## config.mk

```make
export PLATFORM = sky130hd
export DESIGN_NAME = hex_page_scheduler
export DESIGN_NICKNAME = d
export VERILOG_FILES = /design/src/rtl/hex_page_scheduler.sv
export SDC_FILE = /design/constraint.sdc
export NUM_CORES = 1
export LEC_CHECK = 0
export CORE_MARGIN = 2
export CORE_UTILIZATION = 44
export CTS_BUF_LIST = sky130_fd_sc_hd__clkbuf_4
export CTS_CLUSTER_SIZE = 8
export DETAILED_ROUTE_END_ITERATION = 8
export PLACE_DENSITY = 0.83
export SLEW_MARGIN = 10
export SYNTH_ARGS = -nofsm -noshare
export SYNTH_HDL_FRONTEND = slang
export SYNTH_SLANG_ARGS = --single-unit
```

## constraint.sdc

```tcl
create_clock -name Clk -period 3.45 [get_ports Clk]
set_clock_uncertainty 0.05 [all_clocks]
set_input_delay 0.69 -clock Clk [delete_from_list [all_inputs] [get_ports Clk]]
set_output_delay 0.69 -clock Clk [all_outputs]
set_load 0.01 [all_outputs]
```

## src/rtl/hex_page_scheduler.sv

```systemverilog
// rtl/hex_page_scheduler.sv - round-robin time-sharing of the hex display between page requesters
module hex_page_scheduler #(
  parameter int NREQ   = 4,
  parameter int DIGITS = 6,
  parameter int DWELL  = 50_000_000
) (
  input  logic                     Clk,
  input  logic                     Reset_n,
  input  logic [NREQ-1:0]          req,
  input  logic [NREQ*DIGITS*4-1:0] page,
  input  logic                     hold,
  output logic [NREQ-1:0]          ack,
  output logic [NREQ-1:0]          active,
  output logic                     busy,
  output logic [DIGITS*4-1:0]      Digits
);

  localparam int LW = (NREQ > 1) ? $clog2(NREQ) : 1;
  localparam int CW = (DWELL > 1) ? $clog2(DWELL + 1) : 1;
  localparam logic [NREQ-1:0] ONE = {{(NREQ-1){1'b0}}, 1'b1};

  typedef enum logic {IDLE, SHOW} state_t;

  state_t          state;
  logic [CW-1:0]   cnt;
  logic [LW-1:0]   last;
  logic [LW-1:0]   win;
  logic            found;
  logic            grant;

  // Search starts just after the last grant and ends on it, so a lone requester re-wins.
  always_comb begin
    win   = last;
    found = 1'b0;
    for (int k = 1; k <= NREQ; k++) begin
      if (!found && req[(int'(last) + k) % NREQ]) begin
        win   = LW'((int'(last) + k) % NREQ);
        found = 1'b1;
      end
    end
  end

  assign grant = !hold && (req != '0) && ((state == IDLE) || (cnt == '0));
  assign busy  = (state == SHOW);

  always_ff @(posedge Clk) begin
    if (!Reset_n) begin
      state  <= IDLE;
      cnt    <= '0;
      last   <= LW'(NREQ - 1);
      Digits <= '0;
      ack    <= '0;
      active <= '0;
    end else begin
      ack <= '0;
      if (grant) begin
        Digits <= page[int'(win)*DIGITS*4 +: DIGITS*4];
        ack    <= ONE << win;
        active <= ONE << win;
        last   <= win;
        cnt    <= CW'(DWELL - 1);
        state  <= SHOW;
      end else if (state == SHOW && !hold) begin
        if (cnt != '0) begin
          cnt <= cnt - 1'b1;
        end else begin
          state  <= IDLE;
          active <= '0;
        end
      end
    end
  end

endmodule
```

After elaboration in Yosys (flattened, before gate mapping)
Index checks and enable logic that the tools add are counted.
{"block": "classes", "add_sub_neg": 5, "multipliers": 1, "order_cmp": 4, "eq_ne": 1, "n_shift": 2, "n_mux": 28, "bitwise": 6, "n_reduce_logical": 25}
{"cell": "96-bit by 8-bit indexed part select with 24-bit output", "n": 1}
{"cell": "26-bit 2-to-1 mux", "n": 3}
{"cell": "26-bit zero test", "n": 1}
{"cell": "26-bit nonzero test", "n": 1}
{"cell": "26-bit by 1-bit subtractor with 26-bit output, second input constant", "n": 1}
{"cell": "3-bit by 4-bit < comparator with 1-bit output, second input constant", "n": 4}
{"cell": "1-bit 2-to-1 mux", "n": 14}
{"cell": "4-bit 2-to-1 mux", "n": 3}
{"cell": "2-bit OR reduction", "n": 5}
{"cell": "1-bit binary-select mux with 2-bit select", "n": 4}
{"cell": "2-bit 2-to-1 mux", "n": 4}
{"cell": "2-bit AND reduction", "n": 4}
{"cell": "1-bit logical AND", "n": 6}
{"cell": "2-bit by 1-bit adder with 2-bit output, second input constant", "n": 2}
{"cell": "2-bit adder, second input constant", "n": 2}
{"cell": "1-bit AND, first input constant", "n": 4}
{"cell": "1-bit zero test", "n": 4}
{"cell": "2-bit by 2-bit multiplier with 4-bit output, second input constant", "n": 1}
{"cell": "2-bit nonzero test", "n": 2}
{"cell": "4-bit nonzero test", "n": 1}
{"cell": "1-bit by 2-bit << shifter with 4-bit output, first input constant", "n": 1}
{"cell": "2-bit inequality test, second input constant", "n": 1}
{"cell": "1-bit inverter", "n": 2}
{"cell": "1-bit logical OR", "n": 1}
{"block": "word_totals", "register_bits": 61, "in_bits": 103, "output_inout_bits": 33, "elab_cells": 79}

Logic depth before layout (Yosys ltp)
{"block": "depth", "word_depth": 18, "ltp_mapped": 9, "depth_no_buf": 7}

Worst setup path after synthesis
No wires, ideal clock.
{"block": "synth_timing", "path_type": "input-to-reg", "start": "input port req[3]", "end": "register Digits[11]", "setup_time_ps": 117, "t_arrival_ps": 2469, "t_required_ps": 3283, "setup_slack_ps": 815, "stages": 5, "n_path_buf": 1, "path_cell_list": "mux2_2 > a221oi_1 > clkbuf_1 > mux4_2 > a22o_1"}
{"block": "synth_via", "elab_chain_cells": 15, "elab_cells_between_ends": 30, "cone_classes": "1 x mul; 1 x shift; 19 x mux; 9 x reduce/logical"}
{"item": "start, declared", "line": "9", "source": "input logic [NREQ-1:0] req,"}
{"item": "1-bit binary-select mux with 2-bit select", "line": "36", "source": "if (!found && req[(int'(last) + k) % NREQ]) begin"}
{"item": "1-bit 2-to-1 mux (not written as such) (2 in a row)", "line": "36"}
{"item": "1-bit 2-to-1 mux", "line": "36"}
{"item": "1-bit zero test", "line": "36"}
{"item": "1-bit logical AND", "line": "36"}
{"item": "1-bit 2-to-1 mux", "line": "36"}
{"item": "1-bit zero test", "line": "36"}
{"item": "1-bit logical AND", "line": "36"}
{"item": "1-bit 2-to-1 mux", "line": "36"}
{"item": "1-bit zero test", "line": "36"}
{"item": "1-bit logical AND", "line": "36"}
{"item": "2-bit 2-to-1 mux", "line": "36"}
{"item": "2-bit by 2-bit multiplier with 4-bit output", "line": "57", "source": "Digits <= page[int'(win)*DIGITS*4 +: DIGITS*4];"}
{"item": "96-bit by 8-bit indexed part select with 24-bit output", "line": "57"}
{"item": "end signal, assigned", "line": "57"}
{"item": "end, declared", "line": "15", "source": "output logic [DIGITS*4-1:0] Digits"}
Several ways; a longest one is shown, not always the timed one. The select of a mux whose other input is x is not followed.
A chain may end at the register's enable or synchronous reset.

Worst setup path in the final report
{"block": "layout_timing", "start": "register cnt[7]", "end": "register Digits[12]"}
{"block": "layout_via", "elab_chain_cells": 3}
{"item": "start, declared", "line": "25", "source": "logic [CW-1:0] cnt;"}
{"item": "start signal, assigned", "line": "61", "source": "cnt <= CW'(DWELL - 1);"}
{"item": "start signal, assigned", "line": "65", "source": "cnt <= cnt - 1'b1;"}
{"item": "26-bit zero test", "line": "43", "source": "assign grant = !hold && (req != '0) && ((state == IDLE) || (cnt == '0));"}
{"item": "1-bit logical OR", "line": "43"}
{"item": "1-bit logical AND", "line": "43"}
No other way between the ends.

==> run_results.csv <==
group,metric,value,unit
routing,wl_per_cell,18.5,um
clocking,tritoncts,"built",
routing,drt_wl_total,10100,um
power_and_ir_drop,cellPowerDensity,401,nW/um2
yosys,yosysSeqAreaShare,38.1,%
hold_path,min_path_type,"reg -> reg",
worst_setup_path,arrival,3.25,ns
floorplanning,ioPinCount,136,
finish,insertedDiodeCount,0,
sta,fmax,0.337,GHz
floorplanning,rows,31,
global_routing,grt_first_pass_wirelength,14800,um
worst_setup_path,cp-start-kind,"register",
finish,drive_gt1_share,14.1,%
routing,vias,3203,
floorplanning,die_w,89.4,um
floorplanning,fp.coreArea,7140,um2
routing,ant_nets,0,
clocking,cts-resized-gates,0,
yosys,netlist_instances,306,
global_routing,first_global_vias,2990,
clocking,cts-hold-fix-buffers,0,
floorplanning,fp.dieH,89.4,um
place,place_area,4670,um2
yosys,yosys_warnings,0,
global_routing,grt_max_degree,27,
clocking,post_cts_buffers,0,
yosys,synth_seq_cells,61,
sta,min_period,2.96,ns
sta,tns,0,ns
clocking,clk_latency,0.40,ns
yosys,synth.area.top_cells,"dfxtp_1, mux4_2, a22o_1, o21ai_0, nor2_1",
finish,fin_nets,545,
power_and_ir_drop,vdd_drop_max,0.000308,V
clocking,cts_made_buffers,9,
yosys,synthDistinctLibCells,55,
routing,drtIter0Drc,119,
sta,fin_ws,0.487,ns
sta,hold_viol,0,
yosys,syn-cell-area,3210,um2
place,gp_congestion,0.887,
yosys,syn_area_per_cell,10.5,um2
sta,period_share,85.9,%
worst_setup_path,crit_type,"reg -> reg",
global_routing,grt.total_usage,24.6,%
place,place_ws,0.303,ns
floorplanning,fp.dieArea,7990,um2
flow_run,cap_violations,0,
routing,drtPass1Iterations,4,
clocking,cts_buffer_depth,2,
global_routing,antenna_found_initial,0,
clocking,htreeDepth,3,
finish,final_common_cell,"clkdlybuf4s50_1",
sta,rsz0062_at_grt,"false",
finish,layout_common_cells,"clkdlybuf4s50_1, dfxtp_1, mux4_2, a22o_1, o21ai_0",
worst_setup_path,cp_max_fo,26,
place,hpwl,7710,um
routing,viasPerCell,5.88,
clocking,clk_pin_slew,0.11,ns
clocking,cts_root_buf,"clkbuf_4",
global_routing,grt_overflow,0,
sta,max_slew_margin,26.1,%
clocking,cts.sinks,61,
yosys,synth_top_area_share,38.1,%
place,io_buffers,135,
sta,worst_slew_pin_slew,1.10,ns
finish,area_delta_synth_final,50.8,%
worst_setup_path,worstPathRequired,3.74,ns
run_status,status,"completed",
yosys,yosysTopAreaCell,"dfxtp_1",
yosys,synth_nets,410,
power_and_ir_drop,power_leakage,1.71,nW
sta,setup_violations,0,
finish,fin_area,4840,um2
sta,holdWs,0.424,ns
floorplanning,initial_core_util,45.0,%
worst_setup_path,cp-end-kind,"register",
sta,final_max_slew_viol_count,0,
routing,drc,0,
[stage by stage]
step           total power, mW  instances  utilization [%]
3_5_place_dp              1.39        529             65.5
3_3_place_gp              1.37        529             65.5
6_report                  1.94        545             67.8
4_1_cts                   1.95        545             67.8
2_1_floorplan             1.13        306                -
5_1_grt                   2.03        545             67.8
[logic make-up after synthesis]
kind of cell	share of synthesized area (%)
AOI/OAI and AO/OA	20.4
and+or+nand+nor	16.6
buffers and inverters	4.13
DFF	38.1
adders and majority gates	0.390
xor gates and xnor gates	3.28
muxes	17.2
[area by class of cell]
type | count | area (um2)
Fill cell | 552 | 2300
Multi-Input combinational cell | 217 | 1880
Timing Repair Buffer | 142 | 1420
Sequential cell | 61 | 1220
Tap cell | 99 | 124
Clock inverter | 6 | 87.6
Clock buffer | 10 | 75.1
Inverter | 10 | 37.5
[final timing paths]
path / from / cells after the start / to / slack, ns
max reg2reg: cnt[7] / 5 / Digits[12] / 0.49
min reg2reg: active[3] / 2 / active[3] / 0.42
min: active[3] / 2 / active[3] / 0.42
max: cnt[7] / 5 / Digits[12] / 0.49
[report_power, final]
group          switching (mW)  internal, mW
sequential             0.0523         0.762
combinational           0.225         0.331
clock                   0.268         0.301
[state kept, by name, summed over array words and instances (netlist names)]
register	cells
active	4
ack	4
Digits	24
cnt	26
last	2
busy	1
[synthesized netlist by cell type (all sizes together)]
| master | number |
|---|---|
| a2111o | 1 |
| a2111oi | 1 |
| a211oi | 3 |
| a21bo | 1 |
| a21o | 6 |
| a21oi | 10 |
| a221oi | 1 |
| a22o | 24 |
| a31oi | 9 |
| and3b | 1 |
| and4 | 1 |
| buf | 9 |
| clkbuf | 9 |
| clkinv | 1 |
| dfxtp | 61 |
| ha | 1 |
| inv | 9 |
| mux2 | 1 |
| mux4 | 24 |
| nand2 | 13 |
| nand2b | 6 |
| nand3 | 4 |
| nand3b | 1 |
| nand4 | 3 |
| nor2 | 18 |
| nor3 | 10 |
| nor3b | 1 |
| nor4 | 9 |
| nor4b | 2 |
| o211a | 1 |
| o211ai | 4 |
| o21ai | 21 |
| o22ai | 2 |
| o311ai | 1 |
| o31ai | 3 |
| o32ai | 2 |
| o41ai | 1 |
| or2 | 2 |
| or3 | 7 |
| or3b | 1 |
| or4 | 7 |
| or4b | 2 |
| xnor2 | 6 |
| xor2 | 6 |
[routing by layer]
layer  global-route usage, %  vias to the layer above  share of wire (%)
li1                        -                     1474                  -
met1                    28.9                     1557                 37
met2                    42.4                      153                 50
met3                    7.39                       19                 10
met4                    9.23                        0                2.6
met5                       0                        -                  0
[worst max-delay path, cell delays in order (launching register included)]
cell	delay, ns
dfxtp_1	0.35
nor3_1	0.50
and4_1	0.54
a21oi_1	0.26
nor3_4	0.93
a22o_1	0.26
(Power assumes the default switching activity.)
